==> src/rtl/dec_timer_pkg.sv <==
`default_nettype none
// +-------------------------------------------------------------------------+
// | dec_timer_pkg : shared state type, segment patterns and BCD helper.      |
// | Rev 1.0                                                                  |
// +-------------------------------------------------------------------------+
package dec_timer_pkg;

  typedef enum logic [0:0] {
    ST_STOPPED = 1'b0,
    ST_RUNNING = 1'b1
  } state_t;

  // Active-low segments g..a, indexed by digit value.
  localparam logic [9:0][6:0] c_SEG_TABLE = {
    7'b0010000,  // 9
    7'b0000000,  // 8
    7'b1111000,  // 7
    7'b0000010,  // 6
    7'b0010010,  // 5
    7'b0011001,  // 4
    7'b0110000,  // 3
    7'b0100100,  // 2
    7'b1111001,  // 1
    7'b1000000   // 0
  };

  localparam logic [6:0] c_SEG_BLANK = 7'b1111111;

  function automatic logic [31:0] to_bcd(input int unsigned value);
    logic [31:0] bcd;
    int unsigned rest;
    bcd  = '0;
    rest = value;
    for (int i = 0; i < 8; i++) begin
      bcd[4*i +: 4] = 4'(rest % 10);
      rest          = rest / 10;
    end
    return bcd;
  endfunction

endpackage
`default_nettype wire

==> src/rtl/dec_timer_seg7_dec.sv <==
`default_nettype none
// +-------------------------------------------------------------------------+
// | seg7_dec : one BCD digit to active-low 7-segment pattern, with blanking. |
// | Rev 1.0                                                                  |
// +-------------------------------------------------------------------------+
module seg7_dec
  import dec_timer_pkg::*;
(
  input  logic [3:0] i_bcd,
  input  logic       i_blank,
  output logic [6:0] o_seg
);

  always_comb begin
    o_seg = c_SEG_BLANK;
    if (!i_blank && (i_bcd <= 4'd9)) begin
      o_seg = c_SEG_TABLE[i_bcd];
    end
  end

endmodule
`default_nettype wire

==> src/rtl/dec_timer.sv <==
`default_nettype none
// +-------------------------------------------------------------------------+
// | dec_timer : prescaled up/down BCD counter with 7-segment outputs.        |
// | Rev 1.0                                                                  |
// +-------------------------------------------------------------------------+
module dec_timer
  import dec_timer_pkg::*;
#(
  parameter int CLK_HZ   = 50_000_000,
  parameter int TICK_HZ  = 1,
  parameter int NDIG     = 2,
  parameter int MAX_VAL  = 59,
  parameter int BLANK_LZ = 0
) (
  input  logic              CLK,
  input  logic              RST,
  input  logic              START,
  input  logic              STOP,
  input  logic              CLR,
  input  logic              DOWN,
  output logic [4*NDIG-1:0] BCD,
  output logic [7*NDIG-1:0] HEX,
  output logic              RUN,
  output logic              WRAP
);

  localparam int              c_DIV      = CLK_HZ / TICK_HZ;
  localparam int              c_PW       = (c_DIV > 1) ? $clog2(c_DIV) : 1;
  localparam logic [c_PW-1:0] c_PRE_LAST = c_PW'(c_DIV - 1);
  localparam logic [4*NDIG-1:0] c_MAX_BCD = (4*NDIG)'(to_bcd(MAX_VAL));

  state_t            r_state;
  state_t            w_state_nxt;
  logic [c_PW-1:0]   r_pre;
  logic [4*NDIG-1:0] r_bcd;
  logic [4*NDIG-1:0] w_bcd_step;
  logic              r_wrap;
  logic              w_wrap_nxt;
  logic              w_run_en;
  logic              w_tick;
  logic [NDIG-1:0]   w_blank;

  always_comb begin
    w_state_nxt = r_state;
    if (STOP) begin
      w_state_nxt = ST_STOPPED;
    end else if (START) begin
      w_state_nxt = ST_RUNNING;
    end
  end

  // A STOP pulse freezes the prescaler on the very edge it is sampled.
  assign w_run_en = (r_state == ST_RUNNING) && !STOP;
  assign w_tick   = w_run_en && (r_pre == c_PRE_LAST);

  always_comb begin
    logic carry;
    w_bcd_step = r_bcd;
    w_wrap_nxt = 1'b0;
    carry      = 1'b1;
    if (DOWN) begin
      if (r_bcd == '0) begin
        w_bcd_step = c_MAX_BCD;
        w_wrap_nxt = 1'b1;
      end else begin
        for (int i = 0; i < NDIG; i++) begin
          if (carry) begin
            if (r_bcd[4*i +: 4] == 4'd0) begin
              w_bcd_step[4*i +: 4] = 4'd9;
            end else begin
              w_bcd_step[4*i +: 4] = r_bcd[4*i +: 4] - 4'd1;
              carry                = 1'b0;
            end
          end
        end
      end
    end else begin
      if (r_bcd == c_MAX_BCD) begin
        w_bcd_step = '0;
        w_wrap_nxt = 1'b1;
      end else begin
        for (int i = 0; i < NDIG; i++) begin
          if (carry) begin
            if (r_bcd[4*i +: 4] == 4'd9) begin
              w_bcd_step[4*i +: 4] = 4'd0;
            end else begin
              w_bcd_step[4*i +: 4] = r_bcd[4*i +: 4] + 4'd1;
              carry                = 1'b0;
            end
          end
        end
      end
    end
  end

  always_ff @(posedge CLK or negedge RST) begin
    if (!RST) begin
      r_state <= ST_STOPPED;
      r_pre   <= '0;
      r_bcd   <= '0;
      r_wrap  <= 1'b0;
    end else begin
      r_state <= w_state_nxt;
      r_wrap  <= 1'b0;
      if (CLR) begin
        r_pre <= '0;
        r_bcd <= '0;
      end else if (w_run_en) begin
        if (w_tick) begin
          r_pre  <= '0;
          r_bcd  <= w_bcd_step;
          r_wrap <= w_wrap_nxt;
        end else begin
          r_pre <= r_pre + c_PW'(1);
        end
      end
    end
  end

  // Scan from the top digit down; blanking stops at the first non-zero digit.
  always_comb begin
    logic seen;
    w_blank = '0;
    seen    = 1'b0;
    for (int i = NDIG - 1; i >= 1; i--) begin
      if (r_bcd[4*i +: 4] != 4'd0) begin
        seen = 1'b1;
      end
      w_blank[i] = (BLANK_LZ != 0) && !seen;
    end
  end

  generate
    for (genvar gi = 0; gi < NDIG; gi++) begin : g_digit
      seg7_dec u_seg7_dec (
        .i_bcd   (r_bcd[4*gi +: 4]),
        .i_blank (w_blank[gi]),
        .o_seg   (HEX[7*gi +: 7])
      );
    end
  endgenerate

  assign BCD  = r_bcd;
  assign RUN  = (r_state == ST_RUNNING);
  assign WRAP = r_wrap;

endmodule
`default_nettype wire

==> config.mk <==
export PLATFORM = sky130hd
export DESIGN_NAME = dec_timer
export DESIGN_NICKNAME = d
export VERILOG_FILES = /design/src/rtl/dec_timer_pkg.sv /design/src/rtl/dec_timer_seg7_dec.sv /design/src/rtl/dec_timer.sv
export SDC_FILE = /design/constraint.sdc
export NUM_CORES = 1
export LEC_CHECK = 0
export BUFFER_PORTS_ARGS = -buffer_cell sky130_fd_sc_hd__clkbuf_2
export CAP_MARGIN = 20
export CELL_PAD_IN_SITES_DETAIL_PLACEMENT = 2
export CELL_PAD_IN_SITES_GLOBAL_PLACEMENT = 2
export CORE_MARGIN = 2
export CORE_UTILIZATION = 38
export DETAILED_ROUTE_END_ITERATION = 8
export GPL_ROUTABILITY_DRIVEN = 1
export PLACE_DENSITY = 0.86
export SLEW_MARGIN = 20
export SYNTH_ARGS = -nofsm -noshare
export SYNTH_HDL_FRONTEND = slang
export SYNTH_HIERARCHICAL = 1
export SYNTH_SLANG_ARGS = --single-unit
==> constraint.sdc <==
create_clock -name CLK -period 4.6 [get_ports CLK]
set_input_delay 0.46 -clock CLK [delete_from_list [all_inputs] [get_ports CLK]]
set_output_delay 0.46 -clock CLK [all_outputs]
set_load 0.005 [all_outputs]
==> flow_summary.json, run 1 <==
{
  "status": "completed",
  "maxSlewHeadroom_pct": 36.9,
  "power_frac_comb_pct": 18.7,
  "area_growth_pct": 10.7,
  "synth_warnings": 6,
  "cts.hold.buffers_added": 0,
  "path_depth": 7,
  "setup_viol": 0,
  "syn_avg_cell_area_um2": 8.57,
  "yosysUniqueCellTypes": 55,
  "antenna_found_initial": 0,
  "crit_family": "simple AND/OR/NAND/NOR gates",
  "synth-main-ff-cell": "dfrtp_1",
  "portBuffers": 29,
  "p_sw_share_pct": 31.1,
  "cap_violations": 0,
  "slew_violations": 0,
  "synth_mux_area_share_pct": 0.437,
  "crit_path_max_fanout": 14,
  "die_h_um": 86.4,
  "vdd_ir_drop_max_v": 0.000106,
  "core.rowCount": 30,
  "placedCellCount": 399,
  "grt_overflow": 0,
  "synth_compound_area_share_pct": 18.9,
  "synth-adder-area-share_pct": 7.28,
  "post_cts_buffers": 0,
  "drtPass1Iterations": 4,
  "hold_viol_final": 0,
  "cts_tree": "done",
  "cts_sinks": 36,
  "clk_latency_ps": 290,
  "pwr-share-clk_pct": 31.0,
  "grt_use_total_pct": 20.1,
  "yosysSeqAreaShare_pct": 34.9,
  "root_buffer": "clkbuf_8",
  "whs_ps": 306,
  "cts_made_buffers": 5,
  "drive_above_1_share_pct": 14.4,
  "core_mm2": 0.00668,
  "synth_xor_area_share_pct": 7.47,
  "vias": 2319,
  "final.setup.tns_ps": 0,
  "grt_pass1_wl_um": 12100,
  "p_switching_w": 0.000218,
  "power_frac_seq_pct": 50.3,
  "crit_arrival_ps": 2580,
  "wire_per_inst_um": 17.3,
  "required_ps": 4730,
  "path_clk_slew_ps": 70,
  "reg2reg_depth": 7,
  "synth-simple-area-share_pct": 26.3,
  "start_kind": "flip-flop",
  "leakagePower_nw": 1.20,
  "synth-edff-count": 0,
  "synth_cells": 301,
  "nets": 347,
  "vias_per_cell": 5.71,
  "layout.cells.non_filler": 406,
  "p_int_w": 0.000481,
  "die_w_um": 86.4,
  "wl_um": 7010,
  "drt_iter0_markers": 46,
  "ctsHtreeMaxLevel": 2,
  "dpl.hpwl_um": 5140,
  "worstSetupEndpointType": "flip-flop",
  "diodes": 0,
  "io-pin-count": 30,
  "synth_seq_cells": 36,
  "antenna_left": 0,
  "worst_pin_slew_ps": 946,
  "rsz0062_at_grt": "no",
  "cts_resized": 0,
  "drc": 0,
  "ctsLongestPathBuffers": 2,
  "synth_top_family_by_area": "simple AND/OR/NAND/NOR gates",
  "path_cells": "inv_1, ha_1, nor3b_1, nor2_1, a22o_1, a21oi_1, a31oi_1",
  "grt_max_degree": 37,
  "dieArea_mm2": 0.00746,
  "slowest_delay_ps": 700,
  "initial_utilization_pct": 38.6,
  "finClkSkew_ps": 10.8,
  "hp-class": "in -> async",
  "timing.final.crit_share_pct": 53.2,
  "period_needed_ps": 2450,
  "cp_slowest_cell": "nor3b_1",
  "syn_area_mm2": 0.00258,
  "power.density_mw_per_mm2": 245,
  "crit_buf_inv": 1,
  "async_reset_ff_share_pct": 100,
  "gp_congestion": 0.757,
  "grt_pass1_vias": 2416,
  "max_freq_mhz": 409,
  "setup.worst_path.class": "reg -> reg"
}
==> area by class of cell <==
type,count,area [µm²]
Clock buffer,6,72.6
Clock inverter,1,5.00
Fill cell,752,3830
Inverter,12,45.0
Multi-Input combinational cell,240,1570
Sequential cell,36,901
Tap cell,80,100
Timing Repair Buffer,31,160
==> per-stage QoR <==
stage	cell area (µm²)	total power [W]	util, %	setup WS, ps
finish	2850	0.000698	42.7	2150
global route	2850	0.000739	42.7	1910
CTS	2850	0.000709	42.6	2090
detailed placement	2770	0.000491	41.5	1800
global placement	2770	0.000483	41.5	2020
floorplan	2580	0.000444	-	2300
==> kinds of logic after synthesis <==
family	Yosys count
buf+inv	26
compound gates	70
xor+xnor	22
other cells	1
simple gates	130
flops	36
fa+ha+maj	15
mux	1
==> metal layers <==
layer / vias up / track usage [%] / part of all wire, %
met2: 21 / 35.4 / 51
met4: 0 / 4.26 / 0.94
li1: 1112 / - / -
met3: 7 / 2.57 / 1.7
met5: - / 0 / 0
met1: 1179 / 26.4 / 46
==> worst paths after layout <==
check                      startpoint        end  slack [ps]
setup / recovery               BCD[0]     BCD[2]        2150
hold / removal                    RST  r_pre[12]         310
setup reg to reg               BCD[0]     BCD[2]        2150
hold reg to reg             r_pre[15]  r_pre[15]         550
max in group asynchronous         RST   r_pre[0]        3710
min in group CLK                 STOP        RUN         360
==> cell usage after synthesis, drive strengths merged (3+ instances only) <==
| cell | number | area, µm² |
|---|---|---|
| o21ai | 16 | 80.1 |
| o211ai | 4 | 30.0 |
| nand3 | 12 | 60.1 |
| or3 | 5 | 31.3 |
| nor4b | 3 | 26.3 |
| and3 | 3 | 18.8 |
| nand3b | 3 | 22.5 |
| nand2b | 6 | 37.5 |
| nor2b | 4 | 25.0 |
| a21oi | 23 | 138 |
| nand2 | 20 | 75.1 |
| xor2 | 17 | 149 |
| a31oi | 4 | 25.0 |
| ha | 15 | 188 |
| nor3 | 6 | 30.0 |
| a211oi | 3 | 22.5 |
| xnor2 | 5 | 43.8 |
| dfrtp | 36 | 901 |
| buf | 6 | 41.3 |
| nand4 | 12 | 75.1 |
| and4 | 4 | 35.0 |
| nor2 | 42 | 158 |
| inv | 11 | 41.3 |
| clkbuf | 8 | 30.0 |
==> power groups by stage <==
stage	logic, W	clock network, W	registers, W
3_3_place_gp	0.000127	0	0.000356
5_1_grt	0.000149	0.000236	0.000355
3_5_place_dp	0.000134	0	0.000357
2_1_floorplan	0.000106	0	0.000338
6_report	0.000131	0.000217	0.000351
4_1_cts	0.000134	0.000224	0.000351
==> flip-flops by register name (all words and copies together) (netlist names) <==
| signal | count |
|---|---|
| WRAP | 1 |
| r_pre | 26 |
| RUN | 1 |
| BCD | 8 |
==> cell usage in the layout, fill, tap and decap left out, types with 2 or more instances in the layout <==
master / instances
a2111oi_2: 2
a211oi_1: 3
a21o_1: 2
a21oi_1: 21
a21oi_4: 2
a22oi_1: 2
a31oi_1: 4
and2b_2: 2
and3_1: 3
and4_1: 4
buf_4: 2
clkbuf_2: 29
clkbuf_8: 5
conb_1: 2
dfrtp_1: 36
ha_1: 15
inv_1: 11
nand2_1: 20
nand2b_1: 6
nand3_1: 12
nand3b_1: 3
nand4_1: 12
nor2_1: 42
nor2b_1: 4
nor3_1: 6
nor4b_1: 3
o211ai_1: 4
o21a_1: 2
o21ai_0: 15
o21bai_4: 2
o31ai_1: 2
or3_1: 5
xnor2_1: 5
xor2_1: 17
No activity file was read; power rests on OpenSTA's default activity.
==> run 2: changes to the inputs <==
ABC_AREA = 1   (was default)
CORE_UTILIZATION = 29   (was 38)
PLACE_DENSITY = 0.77   (was 0.86)
clock period = 2.1 ns   (was 4.6 ns; I/O delays follow)
==> flow_summary.json, run 2 <==
{
  "status": "completed",
  "start_kind": "flip-flop",
  "min_to": "RUN",
  "wire_per_inst_um": 14.4,
  "cap_violations": 0,
  "io-pin-count": 30,
  "die_w_um": 103,
  "die_h_um": 103,
  "p_int_w": 0.00140,
  "crit_path_max_fanout": 9,
  "dpl.hpwl_um": 6950,
  "reg2reg_depth": 10,
  "crit_arrival_ps": 1680,
  "drc": 0,
  "slowest_delay_ps": 520,
  "p_switching_w": 0.000886,
  "finClkSkew_ps": 10.4,
  "async_reset_ff_share_pct": 100,
  "yosys.area.top_type": "dfrtp_1",
  "reg2reg_from": "r_pre[0]",
  "timing.final.crit_share_pct": 89.8,
  "whs_ps": 124,
  "largest_reg_flops": 26,
  "power.density_mw_per_mm2": 695,
  "synth-main-ff-cell": "dfrtp_1",
  "hp-start": "START",
  "synth_area_leaders": "dfrtp_1, nand2_1, nand3_1",
  "drive_above_1_share_pct": 14.5,
  "dieArea_mm2": 0.0107,
  "power_frac_comb_pct": 35.1,
  "crit_buf_inv": 2,
  "drt_iter0_markers": 59,
  "synth_top_cell_area_share_pct": 31.4,
  "worstSetupEndpointType": "output port",
  "grt_max_degree": 26,
  "vias": 2879,
  "maxSlewHeadroom_pct": 65.8,
  "area_growth_pct": 14.5,
  "ctsHtreeMaxLevel": 2,
  "grt_pass1_vias": 3020,
  "hold_viol_final": 0,
  "cp_slowest_cell": "dfrtp_1",
  "regMostFlops": "r_pre",
  "setup_viol": 0,
  "final_cell_mix": "nand2_1, inv_1, nor2_1, nand3_1, dfrtp_1",
  "synth_seq_cells": 36,
  "path_clk_slew_ps": 80,
  "cts_made_buffers": 5,
  "syn_area_mm2": 0.00287,
  "post_cts_buffers": 0,
  "wl_um": 8730,
  "grt_use_total_pct": 17.8,
  "critPathMostFrequentCell": "nand3_1",
  "final.setup.tns_ps": 0,
  "yosys-top-cells-count": "nand2_1, inv_1, nor2_1, nand3_1, dfrtp_1",
  "vdd_ir_drop_max_v": 0.000211,
  "pwr-share-clk_pct": 27.8,
  "rsz0062_at_grt": "no",
  "layout.cells.non_filler": 608,
  "grt_pass1_wl_um": 15000,
  "r2r_end": "BCD[6]",
  "required_ps": 1890,
  "hp-class": "in -> reg",
  "worst_pin_slew_ps": 513,
  "final.fill_count": 1197,
  "placedCellCount": 599,
  "crit_family": "flip-flops",
  "drtPass1Iterations": 4,
  "leakagePower_nw": 1.59,
  "antenna_found_initial": 0,
  "synth_most_common_cell": "nand2_1",
  "cts_tree": "done",
  "grt_overflow": 0,
  "portBuffers": 29,
  "root_buffer": "clkbuf_8",
  "period_needed_ps": 1890,
  "vias_per_cell": 4.74,
  "synth_cells": 439,
  "setup.worst_path.class": "reg -> out",
  "ctsLongestPathBuffers": 2,
  "nets": 495,
  "max_freq_mhz": 530,
  "synth_warnings": 6,
  "fin_util_pct": 33.9,
  "path_cells": "inv_1, ha_1, or2_1, nand3_1, nand3_1, clkbuf_2",
  "initial_utilization_pct": 29.6,
  "slew_violations": 0,
  "yosysSeqAreaShare_pct": 31.4,
  "p_sw_share_pct": 38.8,
  "r2r_slack_ps": 280,
  "gp_congestion": 0.791,
  "power_frac_seq_pct": 37.1,
  "cts_sinks": 36,
  "syn_avg_cell_area_um2": 6.54,
  "synth-edff-count": 0,
  "antenna_left": 0,
  "whs_path_depth": 3,
  "yosysUniqueCellTypes": 32,
  "core_mm2": 0.00968,
  "core.rowCount": 36,
  "diodes": 0,
  "layout_commonest_cell": "nand2_1",
  "clk_latency_ps": 300
}
[run 2: cell count changes after synthesis, moves of 12 or more]
cell and change:
nand2_1 +113, inv_1 +46, xor2_1 -12, a21oi_1 -14, nand3_1 +40, nor2_1 +14
[run 2: metrics by stage]
stage               power [W]  cell area, µm²  worst slack, ps
floorplan             0.00140            2870              556
global placement      0.00164            3150              369
detailed placement    0.00168            3150              241
CTS                   0.00232            3280              162
global route          0.00250            3290             17.8
finish                0.00228            3290              213
[run 2: worst max-delay path by stage]
| stage | startpoint | endpoint | slack [ps] | cells past startpoint |
|---|---|---|---|---|
| after floorplan | BCD[1] | BCD[6] | 560 | 11 |
| after global placement | r_pre[0] | BCD[6] | 370 | 10 |
| after detailed placement | r_pre[0] | BCD[6] | 240 | 10 |
| after CTS | BCD[4] | HEX[7] | 160 | 6 |
| after global routing | BCD[5] | HEX[7] | 20 | 6 |
| final | BCD[5] | HEX[7] | 210 | 6 |
[run 2: worst register-to-register path: cells and delay by family, from the launching register on]
family / cells / cell delay [ps]
flip-flops: 1 / 390
AND/OR/NAND/NOR: 9 / 1150
adder cells (fa/ha/maj): 1 / 180
[run 2: area by class of cell]
type / instances / area (µm²) / share of cell area [%]
Multi-Input combinational cell: 335 / 1690 / 51.5
Sequential cell: 36 / 902 / 27.5
Inverter: 63 / 236 / 7.20
Timing Repair Buffer: 33 / 178 / 5.41
Tap cell: 133 / 166 / 5.06
Clock buffer: 5 / 68.8 / 2.09
Clock inverter: 3 / 42.5 / 1.29
[run 2: kinds of logic after synthesis]
kind of cell	share of synthesized area (%)
compound gates	4.71
xor+xnor	2.75
fa+ha+maj	6.54
buf+inv	10.1
flops	31.4
other cells	0.131
simple gates	44.4
[run 2: power by group through the flow]
stage,combinational [W],clock (W),sequential [W]
6_report,0.000801,0.000635,0.000849
5_1_grt,0.000956,0.000679,0.000868
4_1_cts,0.000818,0.000648,0.000851
3_5_place_dp,0.000813,0,0.000866
3_3_place_gp,0.000776,0,0.000862
2_1_floorplan,0.000583,0,0.000820
[run 2: per-layer routing]
metal	wire, µm	global-route usage [%]	vias up
met4	85	3.24	0
met2	4370	31.4	27
met5	0	0	-
met1	4100	23.4	1409
li1	-	-	1434
met3	183	2.28	9
[run 2: repair_timing]
| item | CTS | global route |
|---|---|---|
| gates resized for setup | 0 | 2 |
| setup endpoints to repair | 0 | 2 |
| hold buffers | 1 | 0 |
| hold endpoints to repair | 17 | 0 |
